**config.mk**
```make
export PLATFORM = sky130hd
export DESIGN_NAME = min_receive_fsm
export DESIGN_NICKNAME = d
export VERILOG_FILES = /design/src/rtl/min_receive_fsm.sv
export SDC_FILE = /design/constraint.sdc
export NUM_CORES = 1
export LEC_CHECK = 0
export CAP_MARGIN = 20
export CORE_MARGIN = 2
export CORE_UTILIZATION = 50
export CTS_CLUSTER_SIZE = 10
export DETAILED_ROUTE_END_ITERATION = 16
export GPL_TIMING_DRIVEN = 1
export PLACE_DENSITY = 0.7
export SYNTH_ARGS = -nofsm -noshare
export SYNTH_HDL_FRONTEND = slang
export SYNTH_SLANG_ARGS = --single-unit
```
**constraint.sdc**
```tcl
create_clock -name i_clk -period 7.8 [get_ports i_clk]
set_input_delay 1.56 -clock i_clk [delete_from_list [all_inputs] [get_ports i_clk]]
set_output_delay 1.56 -clock i_clk [all_outputs]
set_load 0.05 [all_outputs]
```
**src/rtl/min_receive_fsm.sv**
```systemverilog
// MIN frame receiver: finds the AA AA AA header, strips stuff bytes, checks
// the length, CRC-32 and EOF, then presents the ID and payload with a valid pulse.
module min_receive_fsm #(
    parameter int N_DATA_BYTE = 4
) (
    input  logic                     i_clk,
    input  logic                     i_rst,
    input  logic                     i_wr,
    input  logic [7:0]               i_data,
    output logic                     o_valid,
    output logic [7:0]               o_id,
    output logic [7:0]               o_len,
    output logic [8*N_DATA_BYTE-1:0] o_data,
    output logic                     o_err,
    output logic [1:0]               o_err_code,
    output logic                     o_busy
);

    typedef enum logic [3:0] {
        S_IDLE, S_ID, S_LEN, S_PAYLOAD,
        S_CRC0, S_CRC1, S_CRC2, S_CRC3, S_EOF
    } state_t;

    localparam logic [7:0] LEN_MAX = 8'(N_DATA_BYTE);

    state_t      state;
    logic [1:0]  aa_cnt;
    logic [31:0] crc;
    logic [31:0] rx_crc;
    logic [7:0]  idx;
    logic [7:0]  id_sh;
    logic [7:0]  len_sh;
    logic [N_DATA_BYTE-1:0][7:0] buf_sh;

    logic [31:0] crc_nxt;
    logic        hdr_hit;
    logic        stuff_hit;

    // Reflected CRC-32, one byte per cycle (eight bit steps unrolled).
    function automatic logic [31:0] crc_step(input logic [31:0] c, input logic [7:0] b);
        logic [31:0] r;
        r = c ^ {24'h0, b};
        for (int k = 0; k < 8; k++)
            r = r[0] ? ((r >> 1) ^ 32'hEDB8_8320) : (r >> 1);
        return r;
    endfunction

    assign crc_nxt   = crc_step(crc, i_data);
    assign hdr_hit   = (i_data == 8'hAA) && (aa_cnt == 2'd2);
    assign stuff_hit = (state != S_IDLE) && (state != S_EOF) &&
                       (aa_cnt == 2'd2) && (i_data == 8'h55);
    assign o_busy    = (state != S_IDLE);

    always_ff @(posedge i_clk or posedge i_rst) begin
        if (i_rst) begin
            state      <= S_IDLE;
            aa_cnt     <= 2'd0;
            crc        <= 32'hFFFF_FFFF;
            rx_crc     <= 32'h0;
            idx        <= 8'h0;
            id_sh      <= 8'h0;
            len_sh     <= 8'h0;
            buf_sh     <= '0;
            o_valid    <= 1'b0;
            o_id       <= 8'h0;
            o_len      <= 8'h0;
            o_data     <= '0;
            o_err      <= 1'b0;
            o_err_code <= 2'd0;
        end else begin
            o_valid <= 1'b0;
            o_err   <= 1'b0;
            if (i_wr) begin
                if (hdr_hit) begin
                    // A header always restarts framing, silently dropping any frame in flight.
                    state  <= S_ID;
                    crc    <= 32'hFFFF_FFFF;
                    idx    <= 8'h0;
                    aa_cnt <= 2'd0;
                end else if (stuff_hit) begin
                    aa_cnt <= 2'd0;
                end else begin
                    aa_cnt <= (i_data == 8'hAA) ? aa_cnt + 2'd1 : 2'd0;
                    case (state)
                        S_IDLE: ;
                        S_ID: begin
                            id_sh <= i_data;
                            crc   <= crc_nxt;
                            state <= S_LEN;
                        end
                        S_LEN: begin
                            len_sh <= i_data;
                            crc    <= crc_nxt;
                            if (i_data > LEN_MAX) begin
                                o_err      <= 1'b1;
                                o_err_code <= 2'd1;
                                state      <= S_IDLE;
                            end else if (i_data == 8'h0) begin
                                state <= S_CRC0;
                            end else begin
                                state <= S_PAYLOAD;
                            end
                        end
                        S_PAYLOAD: begin
                            for (int k = 0; k < N_DATA_BYTE; k++)
                                if (idx == 8'(k)) buf_sh[k] <= i_data;
                            crc <= crc_nxt;
                            idx <= idx + 8'd1;
                            if (idx == len_sh - 8'd1) state <= S_CRC0;
                        end
                        S_CRC0: begin rx_crc <= {rx_crc[23:0], i_data}; state <= S_CRC1; end
                        S_CRC1: begin rx_crc <= {rx_crc[23:0], i_data}; state <= S_CRC2; end
                        S_CRC2: begin rx_crc <= {rx_crc[23:0], i_data}; state <= S_CRC3; end
                        S_CRC3: begin rx_crc <= {rx_crc[23:0], i_data}; state <= S_EOF;  end
                        S_EOF: begin
                            if (i_data == 8'h55 && rx_crc == ~crc) begin
                                o_valid <= 1'b1;
                                o_id    <= id_sh;
                                o_len   <= len_sh;
                                // Stale bytes beyond the length come from older frames; mask them.
                                for (int k = 0; k < N_DATA_BYTE; k++)
                                    o_data[8*(N_DATA_BYTE-1-k) +: 8] <=
                                        (8'(k) < len_sh) ? buf_sh[k] : 8'h0;
                            end else begin
                                o_err      <= 1'b1;
                                o_err_code <= (i_data == 8'h55) ? 2'd2 : 2'd3;
                            end
                            state <= S_IDLE;
                        end
                        default: state <= S_IDLE;
                    endcase
                end
            end
        end
    end

endmodule

```
Word level (Yosys, flattened, before mapping)
Index checks and enable logic that the tools add are counted.
{"block": "word_totals", "regBits": 178, "inputBits": 11, "output_inout_bits": 53, "word_cells": 127}
{"block": "op_classes", "add_sub_neg": 3, "n_lt_le_gt_ge": 5, "eq_ne": 22, "n_mux": 42, "bitwise_logic": 12, "reduce_logical": 26}
{"operator": "$mux 32", "n": 11}
{"operator": "$not 13->14", "n": 8}
{"operator": "$mux 8", "n": 7}
{"operator": "$eq 32x32->1", "n": 1}
{"operator": "$not 32->32", "n": 1}
{"operator": "$pmux 4 s8", "n": 1}
{"operator": "$xor 32x8->32", "n": 1}
{"operator": "$reduce_and 5->1", "n": 5}
{"operator": "$eq 4x3->1 const B", "n": 4}
{"operator": "$eq 8x2->1 const B", "n": 2}
{"operator": "$logic_not 8->1", "n": 2}
{"operator": "$lt 1x8->1 const A", "n": 2}
{"operator": "$lt 2x8->1 const A", "n": 2}
{"operator": "$reduce_and 4->1", "n": 4}
{"operator": "$mux 4", "n": 3}
{"operator": "$mux 1", "n": 11}
{"operator": "$mux 2", "n": 5}
{"operator": "$add 8x1->8 const B", "n": 1}
{"operator": "$eq 4x2->1 const B", "n": 2}
{"operator": "$eq 8x1->1 const B", "n": 1}
{"operator": "$eq 8x7->1 const B", "n": 1}
{"operator": "$eq 8x8->1", "n": 1}
{"operator": "$eq 8x8->1 const B", "n": 1}
{"operator": "$gt 8x3->1 const B", "n": 1}
{"operator": "other kinds (20)", "n": 32}

Logic depth before layout (Yosys ltp)
{"block": "depth", "ltp_word": 20, "ltp_mapped": 11}

Worst setup path after synthesis
OpenSTA, ideal clock, no wires.
{"block": "synth_timing", "path_kind": "input to register", "startpoint": "input port i_data[6]", "endpoint": "register rx_crc[10]", "setup_time_ns": 0.125, "arrival_ns": 3.268, "path_slack_ns": 4.407, "stages": 8, "n_path_buf": 3, "path_cell_list": "buf_2 -> nor4b_1 -> nand3_2 -> nand2b_4 -> or3_1 -> buf_4 -> buf_6 -> mux2_4"}
{"block": "synth_between", "elab_chain_len": 4, "word_cells_on_any_way": 7}
{"element": "start, declared", "line_no": "9", "source": "input logic [7:0] i_data,"}
{"element": "$eq 8x7->1 or $eq 8x8->1 (tied branches)", "line_no": "51, 49"}
{"element": "$logic_and 1x1->1, on equally long branches", "line_no": "51, 49"}
{"element": "$not 1->1 (no source line)"}
{"element": "$reduce_and 4->1 (no source line) *"}
{"element": "end signal, assigned", "line_no": "59", "source": "rx_crc <= 32'h0;"}
{"element": "end signal, assigned", "line_no": "111", "source": "S_CRC0: begin rx_crc <= {rx_crc[23:0], i_data}; state <= S_CRC1; end"}
{"element": "end signal, assigned", "line_no": "112", "source": "S_CRC1: begin rx_crc <= {rx_crc[23:0], i_data}; state <= S_CRC2; end"}
{"element": "end, declared", "line_no": "29", "source": "logic [31:0] rx_crc;"}
Every way passes the cells marked *; elsewhere a longest branch is shown, timed or not.
A chain may end at the register's enable or synchronous reset.

Worst setup path after layout
{"block": "layout_timing", "startpoint": "input port i_data[4]", "endpoint": "register rx_crc[29]"}
The elaborated chain is that of the path after synthesis.

==> impl_summary.txt <==
----------------------------------------------------
[Detailed routing]
  Detailed-router iteration count before antenna repair ... 4
  Routed wire per std cell ... 19.7 um
  Via density ... 5.50
  Iteration-0 DRC count of the detailed router ... 356
  Total Wirelength ... 19.8 mm
  Number of antenna-violating nets in the routed design ... 0
  Residual DRC count ... 0
  Number of vias in the routed layout ... 5,536

[Global route]
  Via count of the first global-routing pass ... 6,009
  Number of antenna violations at the first check in global routing ... 0
  Global-route wire length before repair ... 32.9 mm
  Met3 layer usage reported by global route ... 0.0507
  Global Route met2 Usage ... 0.368
  Busiest metal layer after global routing ... met2
  GRT Total Usage ... 0.231
  Leftover overflow at the end of global routing ... 0
  Met1 Resource Use GR ... 0.322
  Pin count of the biggest net entering global routing ... 102

[Timing]
  Setup TNS after final layout ... 0 ps
  Slew at the pin closest to its max-slew limit ... 1070 ps
  Setup slack after layout ... 3310 ps
  Count of endpoints failing setup in the final report ... 0
  Part of the cycle the worst path needs ... 0.576
  Max-slew violation total from the final report ... 0
  Max_slew headroom ... 0.288
  Final critical path time including I/O delays and setup ... 4490 ps
  Total count of hold-check failures in the final report ... 0
  Max Clk Rate ... 223 MHz
  Final clock skew ... 12.6 ps
  RSZ-0062 raised after global routing ... false

[Worst setup path]
  Critical path, cell by cell ... clkdlybuf4s50_1, nor4b_1, nand3_2, nand2b_4, or3_2, mux2_2
  Start-to-end type of the worst setup path ... input pin to flop
  Sort of element at the start of the critical path ... input pin
  Critical path endpoint category ... flop
  Largest incremental delay on the critical path ... 850 ps
  Slowest cell on the critical path ... or3_2
  CP Data Required Time ... 8110 ps
  Maximum net fanout on the critical path ... 34
  Worst Path Arrival ... 4800 ps

[Yosys]
  Area share of the largest cell type after synthesis ... 0.416
  Synthesized area ... 0.00879 mm^2
  Most area-hungry cell type in the Yosys netlist ... dfrtp_1
  Mean area per synthesized cell ... 12.4 um^2
  Cell count after synthesis ... 710
  Number of enable flip-flop cells after synthesis ... 0
  Count of distinct cell types in the synthesized netlist ... 61
  Flop and latch count out of synthesis ... 178
  Share of synthesized flip-flops with an asynchronous set or reset ... 1.00
  Top cells by area, synth ... dfrtp_1, dfstp_2, mux2_2, xnor2_1, mux2_4
  Synthesized net count ... 729
  Register area share after synthesis ... 0.511
  Commonest register cell after synthesis ... dfrtp_1
  Warnings from Yosys ... 0

[Clocking]
  Hold-fix buffers at CTS ... 0
  Inserted Clock Buffers ... 17
  CTS tree ... done
  Post-CTS clock slew at the launch and capture registers of the worst setup and hold paths ... 70 ps
  Clock Latency Late Sink ... 430 ps
  Clock tree sinks ... 178
  Library cell used as clock root buffer ... clkbuf_16
  Number of levels in the clock H-tree ... 4
  Post-CTS Setup Repair Bufs ... 0
  Clk buf depth ... 2
  Resized cells post-CTS ... 0

[Floorplan]
  Floorplan Core Area ... 0.0172 mm^2
  Number of top-level pins ... 64
  Die Ht ... 137 um
  Starting Density ... 0.510
  Total die area ... 0.0187 mm^2
  Horiz. Die Dim ... 137 um
  Number of cell rows ... 48

[Layout]
  Nets ... 787
  Most common cell after layout, fill and taps aside ... dfrtp_1
  Diode insertion count for antenna repair ... 0
  Most used cells in the layout excluding fill and tap cells ... dfrtp_1, xnor2_1, mux2_2
  Synth-to-Final Area Change ... 15.5%
  Fraction of final layout cells sized beyond drive strength 1 ... 0.252
  Fin area ... 0.0102 mm^2

[Job]
  Maximum capacitance violations ... 0

[Worst hold path]
  Type of the worst min-delay path ... flop to flop

[Place]
  Placement-stage worst setup slack ... 2920 ps
  Final estimated routing congestion in global placement ... 0.889
  Buffers added on ports ... 63
  DP HPWL ... 13.6 mm
  Total placed instance area ... 0.00955 mm^2

[Pwr]
  Power density of the placed cells ... 432 mW/mm^2
  Worst supply voltage drop on vdd ... 0.209 mV
  Leak pwr ... 4.73 nW
  Post-route total power ... 4.39 mW

[Status]
  Run status ... completed

----------------------------------------------------
-- final timing paths --
| path | from | end | slack [ps] | depth (start not counted) |
|---|---|---|---|---|
| max | i_data[4] | rx_crc[29] | 3310 | 6 |
| max in group asynchronous | i_rst | buf_sh[8] | 4600 | 3 |
| min in group asynchronous | i_rst | state[0] | 1710 | 2 |
| min reg2reg | id_sh[0] | id_sh[0] | 490 | 2 |
| max reg2reg | crc[24] | o_data[7] | 4660 | 6 |
| min | id_sh[0] | id_sh[0] | 490 | 2 |
-- where the power goes --
part	total (mW)	switching [mW]	internal (mW)
clock network	0.864	0.397	0.467
registers	1.63	0.333	1.30
logic	1.89	0.937	0.958
-- cells by family after synthesis --
group	share of synthesized area
compound gates	0.0656
xor+xnor	0.127
fa+ha+maj	0.0114
buf+inv	0.0268
flops	0.511
mux	0.148
simple gates	0.110
-- synthesized netlist by cell type, types with 2 or more instances --
cell	instances
o31a_1	2
nor3_1	9
a41o_1	2
xnor2_1	78
nand2_1	38
mux2_2	65
nand3_1	6
o22a_1	9
buf_6	8
nor2_1	45
clkbuf_1	12
xnor2_2	6
a31oi_1	3
buf_4	5
and4b_1	2
nor4_1	9
inv_1	10
mux2_1	2
o21ai_0	13
ha_1	8
mux2_4	36
dfrtp_1	146
and2_1	2
a21oi_1	24
nand2_4	4
or3_1	3
and3_1	20
dfstp_2	32
nor4_2	2
a21o_1	17
nand3b_1	3
nand4_1	8
xor2_1	31
xor2_2	2
buf_2	5
nor2b_1	18
-- metrics by stage --
step | hold slack (ps) | std cells | utilization
floorplan | 444 | 710 | -
global placement | 463 | 974 | 0.554
detailed placement | 464 | 974 | 0.554
CTS | 491 | 1006 | 0.589
global route | 501 | 1006 | 0.589
finish | 486 | 1006 | 0.589
-- area by class of cell --
type | instances | area [um^2]
inverter | 10 | 42.5
clock inverter | 14 | 161
multi-input combinational | 492 | 4060
timing repair buffer | 69 | 676
fill | 1358 | 7080
sequential | 178 | 4490
tap | 225 | 282
clock buffer | 18 | 439
-- flip-flops by register name (all words and copies together) (netlist names) --
name	flops
buf_sh	32
crc	32
o_data	32
rx_crc	32
id_sh	8
idx	8
len_sh	8
o_id	8
o_len	8
state	4
aa_cnt	2
o_err_code	2
o_err	1
o_valid	1
-- layer usage --
metal  vias up  share of wire
met3        15          0.035
met2       108           0.49
met4         0          0.010
met5         -              0
met1      2855           0.47
li1       2558              -
-- worst max-delay path, delay by kind of cell --
kind / cells / cell delay, ps
simple gates: 4 / 2050
buf+inv: 1 / 750
mux: 1 / 420
No activity file was read; power rests on OpenSTA's default activity.
